--- config.mk ---
export PLATFORM = sky130hd
export DESIGN_NAME = stdp_update_scheduler
export DESIGN_NICKNAME = d
export VERILOG_FILES = /design/src/rtl/stdp_pkg.sv /design/src/rtl/stdp_rr_arbiter.sv /design/src/rtl/stdp_update_scheduler.sv
export SDC_FILE = /design/constraint.sdc
export NUM_CORES = 1
export LEC_CHECK = 0
export ABC_AREA = 1
export CELL_PAD_IN_SITES_DETAIL_PLACEMENT = 0
export CELL_PAD_IN_SITES_GLOBAL_PLACEMENT = 1
export CORE_MARGIN = 2
export CORE_UTILIZATION = 40
export CTS_BUF_LIST = sky130_fd_sc_hd__clkbuf_4 sky130_fd_sc_hd__clkbuf_8
export CTS_CLUSTER_SIZE = 20
export DETAILED_ROUTE_END_ITERATION = 16
export GPL_ROUTABILITY_DRIVEN = 0
export PLACE_DENSITY_LB_ADDON = 0.1
export SYNTH_ARGS = -nofsm -noshare
export SYNTH_HDL_FRONTEND = slang
export SYNTH_SLANG_ARGS = --single-unit
--- constraint.sdc ---
create_clock -name clk -period 5.3 [get_ports clk]
set_input_delay 0.795 -clock clk [delete_from_list [all_inputs] [get_ports clk]]
set_output_delay 0.795 -clock clk [all_outputs]
set_load 0.005 [all_outputs]
--- src/rtl/stdp_pkg.sv ---
// Shared types and default sizing for the STDP update scheduler.
// The FSM state set is fixed; sizes below are defaults for the top's parameters.
package stdp_pkg;

  localparam int N_PRE_DEF  = 8;
  localparam int N_POST_DEF = 8;
  localparam int AGE_W_DEF  = 8;
  localparam int W_W_DEF    = 8;
  localparam int DW_W_DEF   = 8;
  localparam int WINDOW_DEF = 20;

  typedef enum logic [2:0] {
    IDLE  = 3'd0,
    GRANT = 3'd1,
    RD    = 3'd2,
    CALC  = 3'd3,
    WR    = 3'd4,
    SKIP  = 3'd5,
    NEXT  = 3'd6
  } state_t;

endpackage

--- src/rtl/stdp_rr_arbiter.sv ---
// Round-robin arbiter: fixed-priority search starting at the pointer,
// pointer moves to grant+1 when the grant is accepted. N must be a power of 2.
module stdp_rr_arbiter #(
  parameter int N = 8,
  localparam int IW = (N > 1) ? $clog2(N) : 1
) (
  input  logic          clk,
  input  logic          rst,
  input  logic [N-1:0]  req,
  input  logic          accept,
  output logic [N-1:0]  gnt,
  output logic [IW-1:0] gnt_idx,
  output logic          any
);

  logic [IW-1:0] ptr;
  logic [IW-1:0] cand;

  always_comb begin
    gnt     = '0;
    gnt_idx = '0;
    any     = 1'b0;
    cand    = '0;
    for (int k = 0; k < N; k++) begin
      cand = ptr + IW'(k);
      if (!any && req[cand]) begin
        any        = 1'b1;
        gnt_idx    = cand;
        gnt[cand]  = 1'b1;
      end else begin
        any = any;
      end
    end
  end

  always_ff @(posedge clk) begin
    if (rst) begin
      ptr <= '0;
    end else if (accept && any) begin
      ptr <= gnt_idx + IW'(1);
    end
  end

endmodule

--- src/rtl/stdp_update_scheduler.sv ---
// STDP weight-update sequencer: tracks pre-spike ages, queues post spikes,
// and sweeps every synapse of a granted neuron through read / LUT / clamped write.
module stdp_update_scheduler
  import stdp_pkg::*;
#(
  parameter int N_PRE  = N_PRE_DEF,
  parameter int N_POST = N_POST_DEF,
  parameter int AGE_W  = AGE_W_DEF,
  parameter int W_W    = W_W_DEF,
  parameter int DW_W   = DW_W_DEF,
  parameter int WINDOW = WINDOW_DEF
) (
  input  logic                                     clk,
  input  logic                                     rst,
  input  logic                                     kill,
  input  logic                                     time_tick,
  input  logic [N_PRE-1:0]                         pre_spike,
  input  logic [N_POST-1:0]                        post_spike,
  output logic                                     wmem_re,
  output logic                                     wmem_we,
  output logic [$clog2(N_POST)+$clog2(N_PRE)-1:0]  wmem_addr,
  output logic [W_W-1:0]                           wmem_wdata,
  input  logic [W_W-1:0]                           wmem_rdata,
  output logic [AGE_W-1:0]                         lut_delta,
  input  logic [DW_W-1:0]                          lut_dw,
  output logic                                     o_wait,
  output logic                                     upd_done
);

  localparam int PW = $clog2(N_PRE);
  localparam int QW = $clog2(N_POST);
  localparam int SW = W_W + 2;
  localparam logic [AGE_W-1:0] AGE_MAX = '1;
  localparam logic [AGE_W-1:0] WIN     = AGE_W'(WINDOW);

  state_t              state, next_state;
  logic [AGE_W-1:0]    age [N_PRE];
  logic [N_PRE-1:0]    valid;
  logic [N_POST-1:0]   pend, pend_clr;
  logic [N_POST-1:0]   gnt;
  logic [QW-1:0]       gnt_idx, post_idx;
  logic [PW-1:0]       pre_idx;
  logic [W_W-1:0]      wdata;
  logic                any_req, accept, syn_active, last_pre;
  logic signed [SW-1:0] sum;
  logic [W_W-1:0]      clamped;

  assign accept     = (state == IDLE) && !kill;
  assign syn_active = valid[pre_idx] && (age[pre_idx] <= WIN);
  assign last_pre   = (pre_idx == PW'(N_PRE - 1));

  stdp_rr_arbiter #(.N(N_POST)) u_arb (
    .clk     (clk),
    .rst     (rst),
    .req     (pend),
    .accept  (accept),
    .gnt     (gnt),
    .gnt_idx (gnt_idx),
    .any     (any_req)
  );

  always_ff @(posedge clk) begin
    if (rst) begin
      for (int i = 0; i < N_PRE; i++) age[i] <= '0;
      valid <= '0;
    end else begin
      for (int i = 0; i < N_PRE; i++) begin
        if (pre_spike[i]) begin
          age[i]   <= '0;
          valid[i] <= 1'b1;
        end else if (time_tick && (age[i] != AGE_MAX)) begin
          age[i] <= age[i] + AGE_W'(1);
        end
      end
    end
  end

  // A new spike on the neuron being granted wins over the grant's clear.
  always_comb begin
    if (accept && any_req) pend_clr = gnt;
    else                   pend_clr = '0;
  end

  always_ff @(posedge clk) begin
    if (rst || kill) pend <= '0;
    else             pend <= (pend & ~pend_clr) | post_spike;
  end

  // Weight update computed wide and signed so both rails can be detected.
  always_comb begin
    sum = $signed({2'b00, wmem_rdata}) + SW'($signed(lut_dw));
    if (sum[SW-1])             clamped = '0;
    else if (|sum[SW-2:W_W])   clamped = '1;
    else                       clamped = sum[W_W-1:0];
  end

  always_ff @(posedge clk) begin
    if (rst) state <= IDLE;
    else     state <= next_state;
  end

  always_comb begin
    next_state = state;
    case (state)
      IDLE:  next_state = any_req ? GRANT : IDLE;
      GRANT: next_state = RD;
      RD:    next_state = syn_active ? CALC : SKIP;
      CALC:  next_state = WR;
      WR:    next_state = NEXT;
      SKIP:  next_state = last_pre ? IDLE : RD;
      NEXT:  next_state = last_pre ? IDLE : RD;
      default: next_state = IDLE;
    endcase
    if (kill) next_state = IDLE;
    else      next_state = next_state;
  end

  // SKIP folds in the advance step so a skipped synapse costs two cycles.
  always_ff @(posedge clk) begin
    if (rst) begin
      post_idx  <= '0;
      pre_idx   <= '0;
      lut_delta <= '0;
      wdata     <= '0;
    end else begin
      if (accept && any_req) post_idx <= gnt_idx;
      if (state == GRANT) begin
        pre_idx <= '0;
      end else if (((state == NEXT) || (state == SKIP)) && !last_pre) begin
        pre_idx <= pre_idx + PW'(1);
      end
      if ((state == RD) && syn_active) lut_delta <= age[pre_idx];
      if (state == CALC) wdata <= clamped;
    end
  end

  always_comb begin
    wmem_re    = (state == RD) && syn_active && !kill;
    wmem_we    = (state == WR) && !kill;
    upd_done   = ((state == NEXT) || (state == SKIP)) && last_pre && !kill;
    o_wait     = (state != IDLE);
    wmem_addr  = {post_idx, pre_idx};
    wmem_wdata = wdata;
  end

endmodule

Word-level counts from Yosys, hierarchy flattened
Memories as Yosys holds them, arrays and structs flattened. A register that Yosys moved wholly into a read port is not among the register bits.
Index checks and enable logic that the tools add are counted.
{ "totals": {"regBits": 44, "ram_bits": 64, "inputBits": 36, "output_inout_bits": 26, "mem_count": 1} }
{ "mem_list": {"columns": ["memory", "depth", "word_bits", "read_ports", "rd_ports_with_merged_regs", "write_ports", "line", "source"], "rows": [
  ["age", 8, 8, 9, 1, 8, "stdp_update_scheduler.sv:37", "logic [AGE_W-1:0] age [N_PRE];"]
]} }
{ "classes": {"addsub": 18, "magnitude_cmp": 18, "n_eq_ne": 15, "muxes": 141, "bitwise": 26, "n_reduce_logical": 48} }
{ "ops": {"columns": ["op", "n"], "rows": [
  ["$mux 8", 27],
  ["$mux 1", 84],
  ["$add 8x1->8 const B", 8],
  ["$ne 8x8->1 const B", 8],
  ["$or 8x8->8", 8],
  ["$lt 3x4->1 const B", 9],
  ["$mux 3", 11],
  ["$logic_and 1x1->1", 32],
  ["$bmux 1 s3", 9],
  ["$demux 1 s3", 8],
  ["$ge 3x1->1 const B", 8],
  ["$pmux 3 s6", 1],
  ["$or 1x1->1", 16],
  ["$add 3x3->3 const B", 4],
  ["$eq 3x3->1 const B", 4],
  ["$add 9x8->10", 1],
  ["$add 3x1->3 const B", 3],
  ["$logic_not 1->1", 9],
  ["$and 8x8->8", 1],
  ["$le 8x5->1 const B", 1],
  ["$not 8->8", 1],
  ["$add 3x2->3 const B", 2],
  ["$eq 3x2->1 const B", 2],
  ["$reduce_or 2->1", 3],
  ["5 further kinds", 6]
]} }

Logic depth before layout (Yosys ltp)
{ "depth": {"ltp_word": 29, "mapped_depth": 22, "mapped_depth_nobuf": 20} }

Modules after synthesis
From an unflattened synthesis, not the netlist that was laid out.
{ "hier_totals": {"hier_cells": 1041, "hier_area_um2": 7606.0} }
{ "modules_own_cells": {"columns": ["mod", "instances", "cells_each", "area_per_inst_um2", "seq_area_each_um2"], "rows": [
  ["stdp_update_scheduler", 1, 770, 6072.1, 2802.7],
  ["stdp_rr_arbiter", 1, 271, 1534.0, 60.1]
]} }

Worst setup path before layout
OpenSTA, ideal clock, no wires.
{ "synth_path": {"path_kind": "reg-to-reg", "from": "register u_arb.ptr[0]", "to": "register u_arb.ptr[1]", "arrival_ns": 2.808, "required_ns": 5.178, "setup_slack_ns": 2.371, "stages_incl_launch_ff": 20, "n_path_buf": 3, "path_cell_list": "dfxtp_1 inv_2 buf_6 clkbuf_1 ha_1 inv_1 nand3_1 nand3_1 nand2_2 nor2_8 nand4_4 nor2_4 buf_4 nand3_1 nand2_1 nand2_1 nand2_1 ha_1 o21ai_0 a21oi_1"} }
{ "synth_between": {"elab_chain_cells": 25, "elab_cells_between_ends": 55, "classes_between": "8 x add/sub; 32 x mux; 15 x reduce/logical"} }
{ "synth_rtl": {"columns": ["item", "line", "source"], "rows": [
  ["start: declaration", "stdp_rr_arbiter.sv:16", "logic [IW-1:0] ptr;"],
  ["start signal: assignment", "stdp_rr_arbiter.sv:40", "ptr <= gnt_idx + IW'(1);"],
  ["parallel branches: the longest is 23 deep, another holds $add 3x1->3", null, null],
  ["$mux 3 (*)", "stdp_rr_arbiter.sv:26", "if (!any && req[cand]) begin"],
  ["net gnt_idx[0]", "stdp_update_scheduler.sv:41", "logic [QW-1:0] gnt_idx, post_idx;"],
  ["$add 3x1->3 (*)", "stdp_rr_arbiter.sv:40", null]
]} }
Mark *: on every way through the listed nets, which the timed path passes. The select of a mux whose other input is x is not followed.
A chain may end at the register's enable or synchronous reset.

==> metrics.md <==
| Metric | Value |
|---|---|
| Via/cell ratio | `5.15` |
| Max Clock Skew | `0.0136 ns` |
| CP Data Arrival Time | `3.20 ns` |
| Min-delay worst type | `reg -> reg` |
| Commonest non-fill, non-tap cell in the layout | `nand2_1` |
| Maximum VDD drop | `230 uV` |
| Aggregate global-route resource usage | `20.1%` |
| CP Capture Type | `primary output` |
| Die area | `19500 um^2` |
| Row count | `slightly below 50` |
| P&R area growth vs syn | `13.4%` |
| Global-route wire length before repair | `31600 um` |
| Hpwl dp | `14900 um` |
| Clock root cell | `clkbuf_8` |
| H-Tree Depth | `3` |
| I/O pins | `62` |
| # clock sinks | `111` |
| Drt pass-1 iters | `5` |
| Register area share after synthesis | `38.8%` |
| Post-synth cell types | `44` |
| Final net count | `1136` |
| WL final | `19400 um` |
| Die H | `140 um` |
| Simple-Gate Fraction of Synth Area | `33.9%` |
| Slew Limit Fails | `0` |
| Antenna viol nets, final | `0` |
| Area of the multi-input gates | `3850 um^2` |
| Synth Area in Compound Gates | `10.1%` |
| Setup_tns | `0 ns` |
| Fillers | `1897` |
| Power Total | `roughly 2.9 mW` |
| Critical path class | `reg -> out` |
| Largest family of logic cells by synthesized area | `simple AND/OR/NAND/NOR gates` |
| Cells after DPL | `roughly 1300` |
| Crit path max fanout | `33` |
| Status | `finished, final reports clean` |
| RSZ-0062 raised after global routing | `false` |
| Core Area | `18000 um^2` |
| Period minus WS final | `3.99 ns` |
| Storage element area | `2860 um^2` |
| Initial drt markers | `415` |
| Critical path required time | `roughly 4.5 ns` |
| IO buf count | `61` |
| Antenna cells | `0` |
| Pwr per Cell Area | `349 nW/um^2` |
| Setup-failing EPs final | `0` |
| Max-slew headroom | `24.0%` |
| Chip width | `140 um` |
| Peak Freq | `250 MHz` |
| CTS max path bufs | `2` |
| Hold Violations, Final | `0` |
| Most frequent cells in the layout | `189 x nand2_1, 157 x nor2_1, 125 x inv_1` |
| Syn_nets | `1091` |
| Max cap viols | `0` |
| Final period util | `75.4%` |
| Non-Filler Instances | `1307` |
| Starting Density | `40.9%` |
| Share of layout cells above drive strength 1 | `3.80%` |
| Adder-Cell Fraction of Synth Area | `4.68%` |
| Via count | `6732` |
| Cell area after synthesis | `7380 um^2` |
| CTS resizes | `0` |
| Post-Syn Instances | `1028` |
| Startpoint types | `flip-flop` |
| Clk Latency, worst-skew pair | `roughly 0.39 ns` |
| Leak | `between 3 and 4 nW` |
| Cts hold-fix bufs | `0` |
| Synth Area in XOR/XNOR | `3.44%` |
| Initial antenna violation count | `0` |
| Setup repair bufs after CTS | `0` |
| Worst-Margin Slew | `1.12 ns` |
| Yosys warning count | `0` |
| Wire per inst | `14.8 um` |
| DRC | `0` |
| Post-synthesis mux area share | `0%` |
| Clock Pin Slew Worst Setup and Hold Paths | `0.10 ns` |
| CTS tree | `done` |
| GR Overflow Total | `0` |
| #FFs+latches synth | `approximately 110` |
| Syn avg cell area | `7.18 um^2` |
| Vias in the first global route | `roughly 6300` |
| Cts bufs inserted | `9` |
| Largest net degree at the start of global routing | `34` |
registers in the layout, summed over array words and instances (netlist names), named ones only:
signal,cells
valid,8
state,3
age,64
pre_idx,3
u_arb.ptr,3
lut_delta,8
wmem_wdata,8
post_idx,3
pend,8
cell usage after synthesis, drive strengths merged:
master,n,area [um^2]
nand3,98,495
a21boi,1,7.51
inv,131,492
xnor2,3,26.3
nand4,40,265
o22ai,2,12.5
clkbuf,19,71.3
nor2,160,627
nand3b,1,11.3
fa,1,20.0
o21ai,49,245
edfxtp,64,1920
a21oi,71,355
a41oi,1,8.76
nor3,34,170
buf,15,88.8
clkinv,3,11.3
o21bai,3,22.5
dfxtp,47,941
nor4,2,12.5
ha,26,325
a22oi,1,7.51
xor2,26,228
o311ai,1,8.76
a211oi,2,15.0
a31oi,3,18.8
or2,2,12.5
nor3b,22,165
a221oi,1,8.76
nand2,194,746
o211ai,5,37.5
metal layers:
layer	track usage, %	part of all wire [%]	vias to the layer above
li1	-	-	3521
met1	29.0	50	3039
met2	32.0	45	155
met3	2.96	4.1	17
met4	4.37	1.1	0
met5	0	0	-
critical path, stage by stage, from the launching register on:
cell	delay [ns]
dfxtp_1	0.32
buf_4	0.29
inv_1	0.44
o21ai_0	0.34
o22ai_1	0.11
o21ai_0	0.22
o21ai_0	0.12
nand2_1	0.14
nand3_1	0.10
nor2_1	0.18
clkdlybuf4s50_1	0.53
logic make-up (layout without fill, tap and decap cells):
logic type,after synthesis,after routing
AOI/OAI and AO/OA,140,140
and+or+nand+nor,553,553
xor gates and xnor gates,29,29
adders and majority gates,27,27
buffers and inverters,168,218
DFF,111,111
power by group:
group	internal [mW]	total, mW	switching, mW	leakage [nW]
Clock	0.228	0.534	0.306	0.101
Sequential	0.970	1.03	0.0606	1.10
Combinational	0.398	1.35	0.957	2.21
Total	1.60	2.92	1.32	3.42
final timing paths:
kind,end,depth (start not counted),start,slack (ns)
max,wmem_re,10,flip-flop,1.31
min,lut_delta[7]$_SDFFE_PP0P_,2,lut_delta[7]$_SDFFE_PP0P_,0.46
max reg2reg,u_arb.ptr[1]$_SDFFE_PP0P_,16,u_arb.ptr[1]$_SDFFE_PP0P_,1.32
min reg2reg,lut_delta[7]$_SDFFE_PP0P_,2,lut_delta[7]$_SDFFE_PP0P_,0.46
cell type report:
cell class                 instances  share of cell area (%)
clock buffer                      10                    1.57
clock inverter                     6                   0.822
inverter                         134                    6.01
multi-input combinational        749                    46.0
sequential                       111                    34.2
tap                              229                    3.42
timing repair buffer              68                    7.92
per-stage QoR:
step / hold slack [ns] / utilization, % / cell area (um^2) / setup slack, ns
after detailed placement: 0.439 / 45.3 / 8170 / 1.40
after floorplan: 0.432 / - / 7380 / 2.37
after global placement: 0.446 / 45.3 / 8170 / 1.47
final: 0.455 / 46.4 / 8370 / 1.31
after CTS: 0.459 / 46.4 / 8370 / 1.26
after global routing: 0.501 / 46.4 / 8370 / 0.865
Power figures use the tool's default switching activity.
==> variant 1 (config.mk and constraints unchanged) <==
Set the package constant `N_POST_DEF` to 16 (it was 8).
--- a/src/rtl/stdp_pkg.sv
+++ b/src/rtl/stdp_pkg.sv
@@ -5,3 +5,3 @@
   localparam int N_PRE_DEF  = 8;
-  localparam int N_POST_DEF = 8;
+  localparam int N_POST_DEF = 16;
   localparam int AGE_W_DEF  = 8;
Interface: changed (resized post_spike and wmem_addr); port bits go from 62 to 71. The function was not compared with the original's and may differ.
==> variant 1 against the original RTL <==
Setup slack got worse by 620 ps; sequential cell count rose by 10; register-to-register slack got worse by 470 ps; power rose by 110%; combinational power rose to 3.1 times the old value; largest power group unchanged; design area rose by 44%; area after synthesis rose by 43%; wire length rose by 110%.
==> variant 1: results (changes against the original RTL) <==
DR iter-0 viols: 1327 (+220%)
Share of cells above drive strength 1: 6.239% (+2.4 points)
TritonRoute pass-1 iters: 8 (+3)
GRT Util Overall: 28.62% (+8.5 points)
Largest fanout on the critical path: 20 (-39%)
RR Startpoint: u_arb.ptr[3]
Max VDD drop: 357.7 uV (+55%)
Largest net degree at the start of global routing: 28 (-18%)
CTS buffer count: 17 (+8)
Synth top area cells: edfxtp_1 (18%), nand3_1 (13%), nand2_1 (12%)
Vias per cell: 5.599 (+8.7%)
Via Count: 11750 (+74%)
Worst Hold Launch: lut_delta[5]
Leakage: 5.079 nW (+49%)
IO buf count: 70 (+15%)
Placed cell count: 2066 (+60%)
Avg Synthesized Cell Area: 6.252 sq um (-13%)
Most frequent cells after synthesis: nand2_1 (337), nor2_1 (320), nand3_1 (273), inv_1 (158), a21oi_1 (87)
Layout Skew: 23.38 ps (+9.732 ps)
Number of global-route vias before repair: 11180 (+78%)
H-Tree Level Count: 4 (+1)
Max-slew headroom: 18.98% (-5.0 points)
First-pass GRT wire length: 62160 microns (+97%)
WHS Endpoint: lut_delta[5]
Cts repair resizes: 0 (unchanged)
R2r setup slk: 850 ps (-470 ps)
Outcome: complete, no violations
CP Data Arrival Time: 3820 ps (+620 ps)
Sequential area share after synthesis: 29.11% (-9.7 points)
Sw Pwr: 0.003662 W (+180%)
Dpl hpwl: 30410 microns (+100%)
Fin nets: 1828 (+61%)
Synth cell types: 49 (+11%)
Worst skew pair latency: 450 ps (+60 ps)
WL per Instance: 19.08 microns (+29%)
variant 1: power groups by stage:
stage	clock (W)	sequential [W]	combinational, W
after floorplan	0	0.00113	0.00268
after global placement	0	0.00114	0.00411
after detailed placement	0	0.00114	0.00409
after CTS	0.000862	0.00112	0.00410
after global routing	0.000897	0.00114	0.00455
final	0.000848	0.00112	0.00421
variant 1: through the flow:
stage                     total power (W)  area (sq um)  utilization [%]  hold WS, ps
after floorplan                  0.003806         10520                -        426.4
after global placement           0.005249         11680            45.09        428.8
after detailed placement         0.005232         11680            45.09        434.1
after CTS                        0.006083         12060            46.54        449.5
after global routing             0.006587         12060            46.54        488.1
final                            0.006182         12060            46.54        446.7
variant 1: layout make-up:
cell class,instances,area (sq um)
multi-input combinational,1325,6528
inverter,171,641.9
tap,335,419.2
sequential,121,3063
clock inverter,14,136.4
clock buffer,18,241.5
fill,2819,13850
timing repair buffer,114,1031
variant 1: kinds of logic after synthesis:
group / Yosys count / synth area share, %
AND/OR/NAND/NOR: 1074 / 45.52
flip-flops: 121 / 29.11
adder cells (fa/ha/maj): 34 / 4.114
AO/OA/AOI/OAI: 192 / 10.32
XOR/XNOR: 25 / 2.081
buffers and inverters: 237 / 8.858
variant 1: critical path, stage by stage, from the launching register on:
cell and delay, ps:
dfxtp_1 350, clkinv_1 360, buf_4 320, o21ai_0 220, a31oi_1 130, o21ai_0 210
nand3_1 90, nand2_1 60, nand3_1 80, nor2_1 390, clkinv_1 410, nor2_1 180
clkdlybuf4s50_1 550
variant 1: metal layers:
layer	global-route usage [%]	vias to the layer above	wire, microns
met5	0	-	0
met4	15.27	0	2089
met3	2.955	109	2189
met2	47.97	424	18630
met1	36.38	5455	17110
li1	-	5758	-
==> variant 2 (config.mk and constraints unchanged) <==
Made on the original files. Make the reset (`rst`) asynchronous in 4 clocked blocks.
--- a/src/rtl/stdp_rr_arbiter.sv
+++ b/src/rtl/stdp_rr_arbiter.sv
@@ -35,3 +35,3 @@
 
-  always_ff @(posedge clk) begin
+  always_ff @(posedge clk or posedge rst) begin
     if (rst) begin
--- a/src/rtl/stdp_update_scheduler.sv
+++ b/src/rtl/stdp_update_scheduler.sv
@@ -61,3 +61,3 @@
 
-  always_ff @(posedge clk) begin
+  always_ff @(posedge clk or posedge rst) begin
     if (rst) begin
@@ -96,3 +96,3 @@
 
-  always_ff @(posedge clk) begin
+  always_ff @(posedge clk or posedge rst) begin
     if (rst) state <= IDLE;
@@ -118,3 +118,3 @@
   // SKIP folds in the advance step so a skipped synapse costs two cycles.
-  always_ff @(posedge clk) begin
+  always_ff @(posedge clk or posedge rst) begin
     if (rst) begin
Check against the original RTL: differs if rst is asserted again (counterexample within 4 cycles, from zero or initial values and one cycle with rst high); with rst held inactive, the same outputs for 4 cycles.
==> variant 2 against the original RTL <==
Wire length increased by 1.2%; sequential cell count decreased by 3; design area down 1.2%; non-clock buffer count is the same; area after synthesis is 1.3% lower; setup slack got worse by 95 ps; synthesized cell count rose by 1.6%; fmax decreased by 2.3%; critical path depth is 1 higher; power rose by 31%; largest power group unchanged; highest routed layer unchanged.
==> variant 2: results (changes against the original RTL) <==
Clock transition at path regs: 120 ps (+20 ps)
Synth top area cells: dfrtp_1 (34%), nand2_1 (12%), o21ai_0 (7.1%)
Worst R2R Path Depth: 19 (+3)
Crit-path max cell delay: 860 ps (+330 ps)
Asr flop ratio synth: 92.59% (+93 points)
Outcome: complete, no violations
Number of global-route vias before repair: 6446 (+2.6%)
Slowest-stage cell, CP: dfrtp_1
Cell area after placement: 8087 sq um (-1.0%)
Avg Synthesized Cell Area: 6.979 sq um (-2.8%)
Final core occ: 46.20% (-0.23 points)
Via Count: 6833 (+1.5%)
Metal-1 WL: 9352 microns (-3.9%)
Met1 usage: 28.20% (-0.85 points)
Most frequent cells after synthesis: nand2_1 (232), inv_1 (136), o21ai_0 (104), dfrtp_1 (100), nand3_1 (94)
Worst R2R End: u_arb.ptr[2]
Internal power: 0.001871 W (+17%)
Top_reg_cell synth: dfrtp_1
Worst Hold Launch: valid[0]
Fill cell count: 1866 (-1.6%)
Post-Synth XOR/XNOR Area: 0.2404% (-3.2 points)
Final WL: 19620 microns (+1.2%)
Met3 wire length: 659 microns (-17%)
H-Tree Level Count: 3 (unchanged)
Synth Area in Adders: 4.740% (+0.059 points)
Sequential area share after synthesis: 36.54% (-2.3 points)
RR Startpoint: u_arb.ptr[1]
Met2 usage: 34.43% (+2.5 points)
Share of cells above drive strength 1: 6.460% (+2.7 points)
Max-slew headroom: 41.78% (+18 points)
Path type of the worst min-delay path: reg2reg
Leakage: 3.758 nW (+10%)
Fin nets: 1157 (+1.8%)
Place WS: 1361 ps (-42.09 ps)
Layout Skew: 14.30 ps (+0.6482 ps)
Largest net degree at the start of global routing: 70 (+110%)
Compound-Gate Fraction of Synth Area: 16.37% (+6.2 points)
Hold Slack: 456.1 ps (+0.7100 ps)
WHS Endpoint: valid[0]
Max VDD drop: 238.9 uV (+3.7%)
Dpl hpwl: 14990 microns (+0.63%)
CP Data Arrival Time: 3290 ps (+90 ps)
First-pass GRT wire length: 32620 microns (+3.1%)
Synth cell types: 49 (+11%)
Power per Cell Area: 463.8 nW/um^2 (+33%)
Largest fanout on the critical path: 29 (-12%)
Global-route met3 utilization: 2.970% (+0.010 points)
Met2 wire length: 9258 microns (+7.0%)
Share of power burned in registers: 26.8% (-8.5 points)
Non-Filler Instances: 1328 (+1.6%)
GRT Util Overall: 20.65% (+0.57 points)
[variant 2: final cells by class]
class	instances	share of cell area [%]
clock inverter	5	0.5446
sequential	108	32.19
clock buffer	11	1.679
multi-input combinational	762	47.43
timing repair buffer	68	8.018
tap	229	3.464
inverter	145	6.672
[variant 2: worst max path at each step]
| stage | from | end | slack (ps) | cells after the start |
|---|---|---|---|---|
| 3_3_place_gp | u_arb.ptr[1] | u_arb.ptr[2] | 1470 | 19 |
| 4_1_cts | pre_idx[0] | wmem_re | 1220 | 11 |
| 6_report | pre_idx[0] | wmem_re | 1210 | 11 |
| 3_5_place_dp | u_arb.ptr[1] | u_arb.ptr[2] | 1360 | 19 |
| 2_1_floorplan | rst | age[0] | 1890 | 1 |
| 5_1_grt | pre_idx[0] | wmem_re | 830 | 11 |
[variant 2: power groups by stage]
stage | Sequential, W | Clock (W) | Combinational, W
detailed placement | 0.00104 | 0 | 0.00229
global placement | 0.00104 | 0 | 0.00232
CTS | 0.00103 | 0.000525 | 0.00229
global route | 0.00105 | 0.000555 | 0.00259
finish | 0.00103 | 0.000504 | 0.00230
floorplan | 0.00100 | 0 | 0.00174
[variant 2: worst reg2reg max path: stages, from the launching register on]
cell and delay, ps:
dfrtp_1 560, inv_2 190, ha_1 300, buf_4 190
inv_1 380, nand3_1 200, nand2_1 120, nand2_1 50
nand2_1 110, nand3_1 100, nor2_2 390, nand3_1 450
nor2_1 200, nor3_1 70, nand3_1 120, ha_1 180
inv_1 40, o21ai_0 140, nand2_1 60, o21ai_0 60
